`src/rtl/regfile_pkg.sv`:
```
// rtl/regfile_pkg.sv - shared types, constants and byte-merge helper for regfile_mp
//
// Purpose: common definitions for the multi-port register file.
//   - DEFAULT_WIDTH / DEFAULT_DEPTH : default geometry
//   - state_e                       : clear-engine FSM states
//   - byte_merge()                  : strobe-controlled byte merge of two words
// Ports: none (package).
package regfile_pkg;

  localparam int DEFAULT_WIDTH = 32;
  localparam int DEFAULT_DEPTH = 32;

  // byte_merge works on a fixed maximum word; callers zero-extend their
  // operands and truncate the result back to their own WIDTH (<= MERGE_MAX_W).
  localparam int MERGE_MAX_W  = 512;
  localparam int MERGE_MAX_NB = MERGE_MAX_W / 8;

  typedef enum logic {
    IDLE     = 1'b0,
    CLEARING = 1'b1
  } state_e;

  function automatic logic [MERGE_MAX_W-1:0] byte_merge(
    input logic [MERGE_MAX_W-1:0]  old_d,
    input logic [MERGE_MAX_W-1:0]  new_d,
    input logic [MERGE_MAX_NB-1:0] strb
  );
    logic [MERGE_MAX_W-1:0] res;
    res = old_d;
    for (int b = 0; b < MERGE_MAX_NB; b++) begin
      if (strb[b]) res[b*8 +: 8] = new_d[b*8 +: 8];
    end
    return res;
  endfunction

endpackage

```
`src/rtl/regfile_wmerge.sv`:
```
// rtl/regfile_wmerge.sv - priority byte merge of all write ports for one address
//
// Purpose: start from i_old and overlay, byte by byte, the strobed bytes of
// every enabled write port whose address equals i_addr. Ports are applied in
// ascending order so the highest-numbered port wins a contested byte.
// Ports:
//   i_addr  [AW]          address this merge is evaluated for
//   i_old   [WIDTH]       current stored contents of that address
//   i_waddr [NWRITE*AW]   write addresses, port k at [k*AW +: AW]
//   i_wen   [NWRITE]      per-port write enables
//   i_wstrb [NWRITE*NB]   per-port byte strobes
//   i_wdata [NWRITE*WIDTH] per-port write data
//   o_data  [WIDTH]       merged word
module regfile_wmerge
  import regfile_pkg::*;
#(
  parameter int WIDTH  = DEFAULT_WIDTH,
  parameter int AW     = 5,
  parameter int NWRITE = 2
) (
  input  logic [AW-1:0]           i_addr,
  input  logic [WIDTH-1:0]        i_old,
  input  logic [NWRITE*AW-1:0]    i_waddr,
  input  logic [NWRITE-1:0]       i_wen,
  input  logic [NWRITE*WIDTH/8-1:0] i_wstrb,
  input  logic [NWRITE*WIDTH-1:0] i_wdata,
  output logic [WIDTH-1:0]        o_data
);

  localparam int NB = WIDTH / 8;

  logic [WIDTH-1:0] w_acc;

  always_comb begin
    w_acc = i_old;
    for (int k = 0; k < NWRITE; k++) begin
      if (i_wen[k] && (i_waddr[k*AW +: AW] == i_addr)) begin
        w_acc = WIDTH'(byte_merge(MERGE_MAX_W'(w_acc),
                                  MERGE_MAX_W'(i_wdata[k*WIDTH +: WIDTH]),
                                  MERGE_MAX_NB'(i_wstrb[k*NB +: NB])));
      end
    end
  end

  assign o_data = w_acc;

endmodule

```
`src/rtl/regfile_mp.sv`:
```
// rtl/regfile_mp.sv - parametrised multi-port register file with bypass and bulk clear
//
// Purpose: DEPTH x WIDTH register file with NWRITE strobed write ports,
// NREAD combinational read ports, optional read-during-write bypass,
// optional hardwired zero entry and a sequenced bulk-clear engine.
// Ports:
//   i_clk    clock, rising edge
//   i_rst_n  asynchronous active-low reset
//   i_waddr  [NWRITE*AW]    write addresses
//   i_wen    [NWRITE]       write enables
//   i_wstrb  [NWRITE*NB]    byte strobes
//   i_wdata  [NWRITE*WIDTH] write data
//   i_raddr  [NREAD*AW]     read addresses
//   o_rdata  [NREAD*WIDTH]  read data (combinational)
//   i_clr    start bulk clear
//   o_busy   clear engine running
module regfile_mp
  import regfile_pkg::*;
#(
  parameter int WIDTH    = DEFAULT_WIDTH,
  parameter int DEPTH    = DEFAULT_DEPTH,
  parameter int NREAD    = 2,
  parameter int NWRITE   = 2,
  parameter bit ZERO_REG = 1'b1,
  parameter bit BYPASS   = 1'b1
) (
  input  logic                           i_clk,
  input  logic                           i_rst_n,
  input  logic [NWRITE*$clog2(DEPTH)-1:0] i_waddr,
  input  logic [NWRITE-1:0]              i_wen,
  input  logic [NWRITE*WIDTH/8-1:0]      i_wstrb,
  input  logic [NWRITE*WIDTH-1:0]        i_wdata,
  input  logic [NREAD*$clog2(DEPTH)-1:0] i_raddr,
  output logic [NREAD*WIDTH-1:0]         o_rdata,
  input  logic                           i_clr,
  output logic                           o_busy
);

  localparam int AW = $clog2(DEPTH);

  state_e           r_state;
  state_e           w_state_nxt;
  logic [AW-1:0]    r_ptr;
  logic             w_busy;
  logic             w_ptr_last;
  logic             w_wr_ok;
  logic [WIDTH-1:0] w_mem [DEPTH];

  assign w_ptr_last = (r_ptr == AW'(DEPTH - 1));
  // The edge that samples clr in IDLE also drops writes.
  assign w_wr_ok    = (r_state == IDLE) && !i_clr;

  // Clear FSM: state register
  always_ff @(posedge i_clk or negedge i_rst_n) begin
    if (!i_rst_n) r_state <= IDLE;
    else          r_state <= w_state_nxt;
  end

  // Clear FSM: next state
  always_comb begin
    w_state_nxt = r_state;
    case (r_state)
      IDLE:     if (i_clr)      w_state_nxt = CLEARING;
      CLEARING: if (w_ptr_last) w_state_nxt = IDLE;
      default:                  w_state_nxt = IDLE;
    endcase
  end

  // Clear FSM: outputs
  always_comb begin
    w_busy = (r_state == CLEARING);
  end

  assign o_busy = w_busy;

  // Pointer sits at 0 in IDLE so it is 0 on entry to CLEARING.
  always_ff @(posedge i_clk or negedge i_rst_n) begin
    if (!i_rst_n)                 r_ptr <= '0;
    else if (w_busy && !w_ptr_last) r_ptr <= r_ptr + 1'b1;
    else                          r_ptr <= '0;
  end

  // Storage: one register per entry, each fed by its own write merge.
  for (genvar d = 0; d < DEPTH; d++) begin : g_mem
    if (ZERO_REG && (d == 0)) begin : g_zero
      assign w_mem[d] = '0;
    end else begin : g_entry
      logic [WIDTH-1:0] r_q;
      logic [WIDTH-1:0] w_merged;

      regfile_wmerge #(
        .WIDTH  (WIDTH),
        .AW     (AW),
        .NWRITE (NWRITE)
      ) u_wmerge (
        .i_addr  (AW'(d)),
        .i_old   (r_q),
        .i_waddr (i_waddr),
        .i_wen   (i_wen),
        .i_wstrb (i_wstrb),
        .i_wdata (i_wdata),
        .o_data  (w_merged)
      );

      always_ff @(posedge i_clk or negedge i_rst_n) begin
        if (!i_rst_n)                          r_q <= '0;
        else if (w_busy && (r_ptr == AW'(d)))  r_q <= '0;
        else if (w_wr_ok)                      r_q <= w_merged;
      end

      assign w_mem[d] = r_q;
    end
  end

  // Read ports
  for (genvar r = 0; r < NREAD; r++) begin : g_rd
    logic [AW-1:0]    w_ra;
    logic [WIDTH-1:0] w_stored;
    logic [WIDTH-1:0] w_byp;
    logic             w_byp_en;

    assign w_ra     = i_raddr[r*AW +: AW];
    assign w_stored = w_mem[w_ra];
    // Bypass is held off during reset so rdata stays 0 even with live write inputs.
    assign w_byp_en = BYPASS && !w_busy && i_rst_n;

    regfile_wmerge #(
      .WIDTH  (WIDTH),
      .AW     (AW),
      .NWRITE (NWRITE)
    ) u_rmerge (
      .i_addr  (w_ra),
      .i_old   (w_stored),
      .i_waddr (i_waddr),
      .i_wen   (i_wen),
      .i_wstrb (i_wstrb),
      .i_wdata (i_wdata),
      .o_data  (w_byp)
    );

    assign o_rdata[r*WIDTH +: WIDTH] = (ZERO_REG && (w_ra == '0)) ? '0 :
                                       w_byp_en                   ? w_byp :
                                                                    w_stored;
  end

endmodule

```
`config.mk`:
```
export PLATFORM = sky130hd
export DESIGN_NAME = regfile_mp
export DESIGN_NICKNAME = d
export VERILOG_FILES = /design/src/rtl/regfile_pkg.sv /design/src/rtl/regfile_wmerge.sv /design/src/rtl/regfile_mp.sv
export SDC_FILE = /design/constraint.sdc
export NUM_CORES = 2
export LEC_CHECK = 0
export CORE_MARGIN = 2
export CORE_UTILIZATION = 60
export DETAILED_ROUTE_END_ITERATION = 10
export PLACE_DENSITY_LB_ADDON = 0.05
export SYNTH_ARGS = -nofsm -noshare
export SYNTH_HDL_FRONTEND = slang
export SYNTH_SLANG_ARGS = --single-unit
export TNS_END_PERCENT = 20
```
`constraint.sdc`:
```
create_clock -name i_clk -period 3.35 [get_ports i_clk]
set_input_delay 0.67 -clock i_clk [delete_from_list [all_inputs] [get_ports i_clk]]
set_output_delay 0.67 -clock i_clk [all_outputs]
set_load 0.03 [all_outputs]
```
======== Word-level counts from Yosys, hierarchy flattened ========
Index checks and enable logic that the tools add are counted.
Widths: inputs -> output; s select.
storage, ports and cells
  bits of input ports ..................... 97
  flip-flop bits (word level) ............. 998
  logic and storage cells ................. 678
cells by class
  muxes and demuxes ....................... 406
  $lt $le $gt $ge ......................... 2
  reduce and logical (&&, ||, !) cells .... 136
  bitwise logic cells ..................... 3
  add/subtract/negate cells ............... 1
  equal/unequal tests ..................... 97
operator list
  operator             count
  $mux 32              136
  $mux 8               264
  $bmux 32 s5          2
  $eq 5x5->1 const B   48
  $eq 5x4->1 const B   24
  $logic_and 1x1->1    100
  $reduce_bool 2->1    31
  $eq 5x3->1 const B   12
  $eq 5x2->1 const B   6
  $eq 5x5->1           4
  $eq 5x1->1 const B   3
  $ge 6x6->1 const B   2
  $not 5->6            2
  $logic_not 5->1      2
  $add 5x1->5 const B  1
  $mux 5               1
  $logic_not 1->1      3
  $mux 1               2
  $pmux 1 s2           1
  $not 1->1            1

======== Depth between registers and ports, before layout ========
  depth after elaboration ................. 10
  depth in mapped cells ................... 9
  depth with buffers taken out ............ 7

======== Cells and area by module ========
Synthesis repeated with hierarchy kept, for this count alone.
second synthesis, totals
  cell total of the unflattened synthesis .. 12546
  area, all modules ....................... 93330.8 µm²
modules (own cells, without submodules)
  module          area each (µm²)  cells an instance  times used
  regfile_mp      57037.2          6540               1
  regfile_wmerge  1099.8           182                33

======== Least setup slack after synthesis ========
No wires, ideal clock.
  path type ............................... input port to output port
  from .................................... input port i_raddr[7]
  to ...................................... output port o_rdata[46]
  stages .................................. 8
  arrival time ............................ 2.648 ns
  data required time ...................... 2.680 ns
  path buffers ............................ 4
  slack ................................... 0.032 ns
  path through ............................ buf_2 or2_1 clkbuf_1 buf_2 clkbuf_1 o221ai_1 a21oi_1 o32ai_1
between the ends
  cells in the longest elaborated chain, start to end .. 10
  elaborated cells between the ends (all ways) .. 15
  classes of those cells .................. 2 x eq/ne; 9 x mux; 1 x bitwise; 3 x reduce/logical
RTL lines
  element                                      line                  source
  start, declared                              regfile_mp.sv:33      input logic [NREAD*$clog2(DEPTH)-1:0] i_raddr,
  $not 5->6 (not written as such)              regfile_mp.sv:123     assign w_stored = w_mem[w_ra];
  $bmux 32 s5                                  regfile_mp.sv:123
  $mux 32 (not written as such) (2 in series)  regfile_mp.sv:123
  $mux 8                                       regfile_pkg.sv:31     if (strb[b]) res[b*8 +: 8] = new_d[b*8 +: 8];
  $mux 32                                      regfile_wmerge.sv:37  if (i_wen[k] && (i_waddr[k*AW +: AW] == i_addr)) begin
  $mux 8                                       regfile_pkg.sv:31
  $mux 32                                      regfile_wmerge.sv:37
  $mux 32                                      regfile_mp.sv:142     w_byp_en ? w_byp :
  $mux 32 (*)                                  regfile_mp.sv:141     assign o_rdata[r*WIDTH +: WIDTH] = (ZERO_REG && (w_ra == '0)) ? '0 :
  end, declared                                regfile_mp.sv:34      output logic [NREAD*WIDTH-1:0] o_rdata,
Mark *: on every way between the ends. The rest lies on a longest branch, timed or not. The select of a mux whose other input is x is not followed.

======== Final worst setup path ========
  from .................................... input port i_raddr[0]
  to ...................................... output port o_rdata[8]
Same word-level chain as after synthesis.

==> run summary <==
Dividing the detail-routed wire length by the instance count gives 34.25 um. The number of buffers and inverters on the critical path is 5. The largest voltage drop on the vdd net came out at 437.5 uV. TritonCTS built the clock tree. Across the routed clock network, the largest skew measured is 0.03375 ns. Of all flip-flops after synthesis, the portion carrying an async set or reset was 100.0%. The worst hold slack is -0.08187 ns. The logs give -0.1816 ns for the final setup slack of the worst path and 508700 um for the wire length of the first global-routing pass. In this run the tightest slew margin relative to its limit is 20.67%. Along the worst path, the maximum fanout reaches 8. Traced cell by cell, the critical path runs through bufbuf_16 > nor2b_4 > buf_4 > a221oi_1 > nor3_4 > nor4_2 > buf_4 > o32ai_4 > buf_6 > buf_6.

The final critical-path required period was 3.532 ns. In this run switching power makes up 34.46% of total power. Clock-pin slew was measured on the worst setup and hold paths at 0.06 ns.

The achievable clock frequency is 283.2 MHz. The count of nets left with antenna violations once routing finished came out at 0. The netlist area before placement came out at 0.07703 mm2. The height of the die is 362.3 um. The min-delay analysis places its worst path in the category input pin to async pin.

The logs give 72.95% for the final cell utilization of the core and 9303 for the number of fill cells. The share of Yosys cell area claimed by the top area cell type is 32.42%, and the initial antenna violation count is 11. Vias per cell: 7.599. The clock network is responsible for 37.4% of the overall power. In this run, the combinational gates consume 26.6% of the power. The count of port buffers added during placement was 161. The run finished, with violations left.

The category of the worst setup path launch point is an input pin. The worst reg2reg path depth came out at 6. Yosys attributes the largest share of cell area to sky130_fd_sc_hd__dfrtp_1, sky130_fd_sc_hd__mux2i_1, sky130_fd_sc_hd__a22o_1. The tools report the starting utilization of the core area as 60.41%. Launching instance or port of the critical path: i_raddr[0].

For the final routed database, the setup TNS stands at -4.312 ns. Setup repair after global routing could not meet its margin everywhere. Setup violations remaining at the end of the flow were counted as 60. The run gives 0.52 ns as the minimum setup slack among reg-to-reg paths.

For the vias after detailed routing, the log shows 78500. Critical path's slowest cell: sky130_fd_sc_hd__o32ai_4. The number of different library cells used by synthesis comes to 66. For this run, design rule violations remaining after detail routing come to 0. The sink count of the clock tree is 998. The primary flip-flop cell chosen by synthesis mapping was sky130_fd_sc_hd__dfrtp_1.

The H-tree was split into 3 levels. The average cell area after synthesis is 9.312 um2, and the number of buffers inserted during clock tree synthesis is 116. For this run, the post-layout net count is 8664.

Hold violation count in the final report: 16. Dividing the final minimum period by the clock period gives 105.4%. In this run the power density over the cells is 404.9 mW/mm2. The net count after synthesis was 8375; the die footprint was 0.1313 mm2. The total overflow reported by the global router came out at 0. Entering global routing, the biggest net connects 168 pins. For the sequential fraction of design power, the log shows 36.0%. In this run the power spent charging and discharging nets is 12.98 mW. The maximum clock path buffer count was 3; the horizontal die dimension was 362.3 um. The clock reaches the later pin of the worst-skew pair after 0.79 ns. Pin placement for this block handled 162 I/O pins. The congestion estimate from routability-driven global placement came to 1.059. For this run, the number of Yosys warnings is 0. The number of instances in the synthesized netlist was 8272; the all-layer global routing usage was 52.26%. The tools report the critical path required time as 2.68 ns. The tools report the number of global-route vias before repair as 73650. The synthesized flop and latch total was 998. For the cell-internal power, the log shows 24.69 mW.

For this design, the CTS-stage hold fixing added 0 buffers. The worst register-to-register path begins at o_busy$_DFF_PN0_. Of all cell types, the one taking the most synthesized area is sky130_fd_sc_hd__dfrtp_1.

Data arrives at the worst endpoint at 2.86 ns. For this block, the routed nets add up to 353800 um of wire. The worst setup path is captured at a primary output. Cell at the root of the clock tree: sky130_fd_sc_hd__clkbuf_16. Leakage power total: 46.66 nW.

The number of pins with negative max-slew slack in the final report was 0. The number of standard-cell rows in the floorplan is 131, and the share of layout cells above drive strength 1 is 25.51%. The synthesis-to-layout area growth works out to 20.76%. Family with the most delay on the worst path: buffers and inverters. Sequential elements use 32.42% of the synthesized area. For the pin with the worst max-slew slack, the measured transition is 1.190 ns. The floorplan step defined a core boundary enclosing 0.1275 mm2. The tools report the placed wire-length estimate after detailed placement as 230700 um. The endpoint identified for the worst register-to-register timing path is g_mem[29].g_entry.r_q[11]$_DFFE_PN0P_. The number of enable flip-flop cells after synthesis was 0; the max-capacitance violation count was 0.

The final reports fail on negative hold slack, negative setup slack. The first routing iteration left 12200 violations. The critical path ends at o_rdata[8].

The delay of the slowest cell on the worst path is 0.43 ns. The critical path depth was 10. The critical path is of the input pin to primary output type.

For the number of iterations in the first detailed-routing pass, the log shows 7.
cell families (layout without fill, tap and decap cells):
family	count (synthesis)	in the layout	share of synthesized area, %
fa+ha+maj	6	6	0.09745
buf+inv	1024	1408	5.993
simple gates	1709	1709	10.58
flops	998	998	32.42
xor+xnor	23	23	0.2712
mux	1778	1778	26.10
compound gates	2734	2734	24.53
other cells	0	12	0
worst min-delay path by stage:
stage	cells past startpoint	from	endpoint
finish	2	i_rst_n	g_mem[28].g_entry.r_q[29]$_DFFE_PN0P_
detailed placement	1	g_mem[11].g_entry.r_q[0]$_DFFE_PN0P_	g_mem[11].g_entry.r_q[0]$_DFFE_PN0P_
floorplan	0	i_rst_n	g_mem[10].g_entry.r_q[0]$_DFFE_PN0P_
CTS	2	i_rst_n	g_mem[28].g_entry.r_q[29]$_DFFE_PN0P_
global route	2	i_rst_n	g_mem[28].g_entry.r_q[29]$_DFFE_PN0P_
global placement	1	g_mem[11].g_entry.r_q[0]$_DFFE_PN0P_	g_mem[11].g_entry.r_q[0]$_DFFE_PN0P_
power groups by stage:
| stage | combinational, mW | sequential, mW | clock, mW |
|---|---|---|---|
| after floorplan | 4.79 | 13.4 | 0 |
| after CTS | 9.31 | 13.5 | 14.0 |
| after detailed placement | 8.92 | 13.7 | 0 |
| final | 10.0 | 13.6 | 14.1 |
| after global routing | 10.2 | 13.6 | 14.5 |
| after global placement | 8.77 | 13.7 | 0 |
layer usage:
| layer | GRT usage [%] | vias up | wire [um] |
|---|---|---|---|
| met5 | 0 | - | 303 |
| met1 | 67.21 | 38160 | 125800 |
| li1 | - | 31980 | - |
| met3 | 22.77 | 1723 | 59090 |
| met4 | 34.42 | 18 | 28750 |
| met2 | 70.83 | 6622 | 139900 |
final cells by class:
| cell class | instances | area [um2] | area share [%] |
|---|---|---|---|
| repair buffers | 1110 | 10940 | 11.77 |
| clock inverters | 43 | 654.4 | 0.7035 |
| inverters | 85 | 320.3 | 0.3443 |
| diodes | 12 | 30.03 | 0.03228 |
| well taps | 1662 | 2079 | 2.235 |
| clock buffers | 170 | 3488 | 3.750 |
| flip-flops and latches | 998 | 24980 | 26.85 |
| multi-input cells | 6250 | 50530 | 54.32 |
flip-flops by register name, indices dropped and copies added (netlist names):
register,cells
o_busy,1
g_mem.g_entry.r_q,992
r_ptr,5
synthesized netlist by cell type, types with 111 or more instances:
library cell	number
sky130_fd_sc_hd__mux2_2	238
sky130_fd_sc_hd__mux4_2	160
sky130_fd_sc_hd__a21oi_1	1032
sky130_fd_sc_hd__clkbuf_1	625
sky130_fd_sc_hd__nand3_1	134
sky130_fd_sc_hd__dfrtp_1	998
sky130_fd_sc_hd__buf_2	172
sky130_fd_sc_hd__nor3_1	111
sky130_fd_sc_hd__nor2_1	1089
sky130_fd_sc_hd__a22o_1	992
sky130_fd_sc_hd__a221oi_1	115
sky130_fd_sc_hd__o21ai_0	194
sky130_fd_sc_hd__mux2i_1	1378
sky130_fd_sc_hd__nand3_2	126
stage by stage:
stage                     instances  cell area, um2  worst slack, ns  power (mW)
after floorplan                8272           77030          0.03203       18.22
after global placement        10010           84870          -0.6881       22.45
after detailed placement      10010           84870          -0.6902       22.65
after CTS                     10270           91520          -0.1298       36.84
after global routing          10320           93000          -0.1644       38.30
final                         10330           93020          -0.1816       37.67
timing repair:
action / 4_1_cts / 5_1_grt
pin swaps: 64 / 49
gates resized for setup: 403 / 224
gates cloned: 8 / 1
setup endpoints to repair: 64 / 64
endpoints found under the hold margin: 0 / 0
buffers inserted: 34 / 56
cells in the final DEF, fill, tap and decap left out, types with 66 or more instances in the layout:
cell,synthesis,routed
sky130_fd_sc_hd__dfrtp_1,998,994
sky130_fd_sc_hd__nand3_2,126,128
sky130_fd_sc_hd__mux2i_1,1378,1373
sky130_fd_sc_hd__a21oi_1,1032,1001
sky130_fd_sc_hd__clkbuf_16,0,119
sky130_fd_sc_hd__nor3_1,111,85
sky130_fd_sc_hd__mux2_2,238,233
sky130_fd_sc_hd__o21ai_0,194,138
sky130_fd_sc_hd__nor2_1,1089,1062
sky130_fd_sc_hd__inv_1,83,83
sky130_fd_sc_hd__buf_6,39,66
sky130_fd_sc_hd__a22o_1,992,992
sky130_fd_sc_hd__mux4_2,160,160
sky130_fd_sc_hd__nand2_1,68,67
sky130_fd_sc_hd__buf_4,58,780
sky130_fd_sc_hd__nand3_1,134,132
sky130_fd_sc_hd__buf_12,2,142
(Power assumes the default switching activity.)
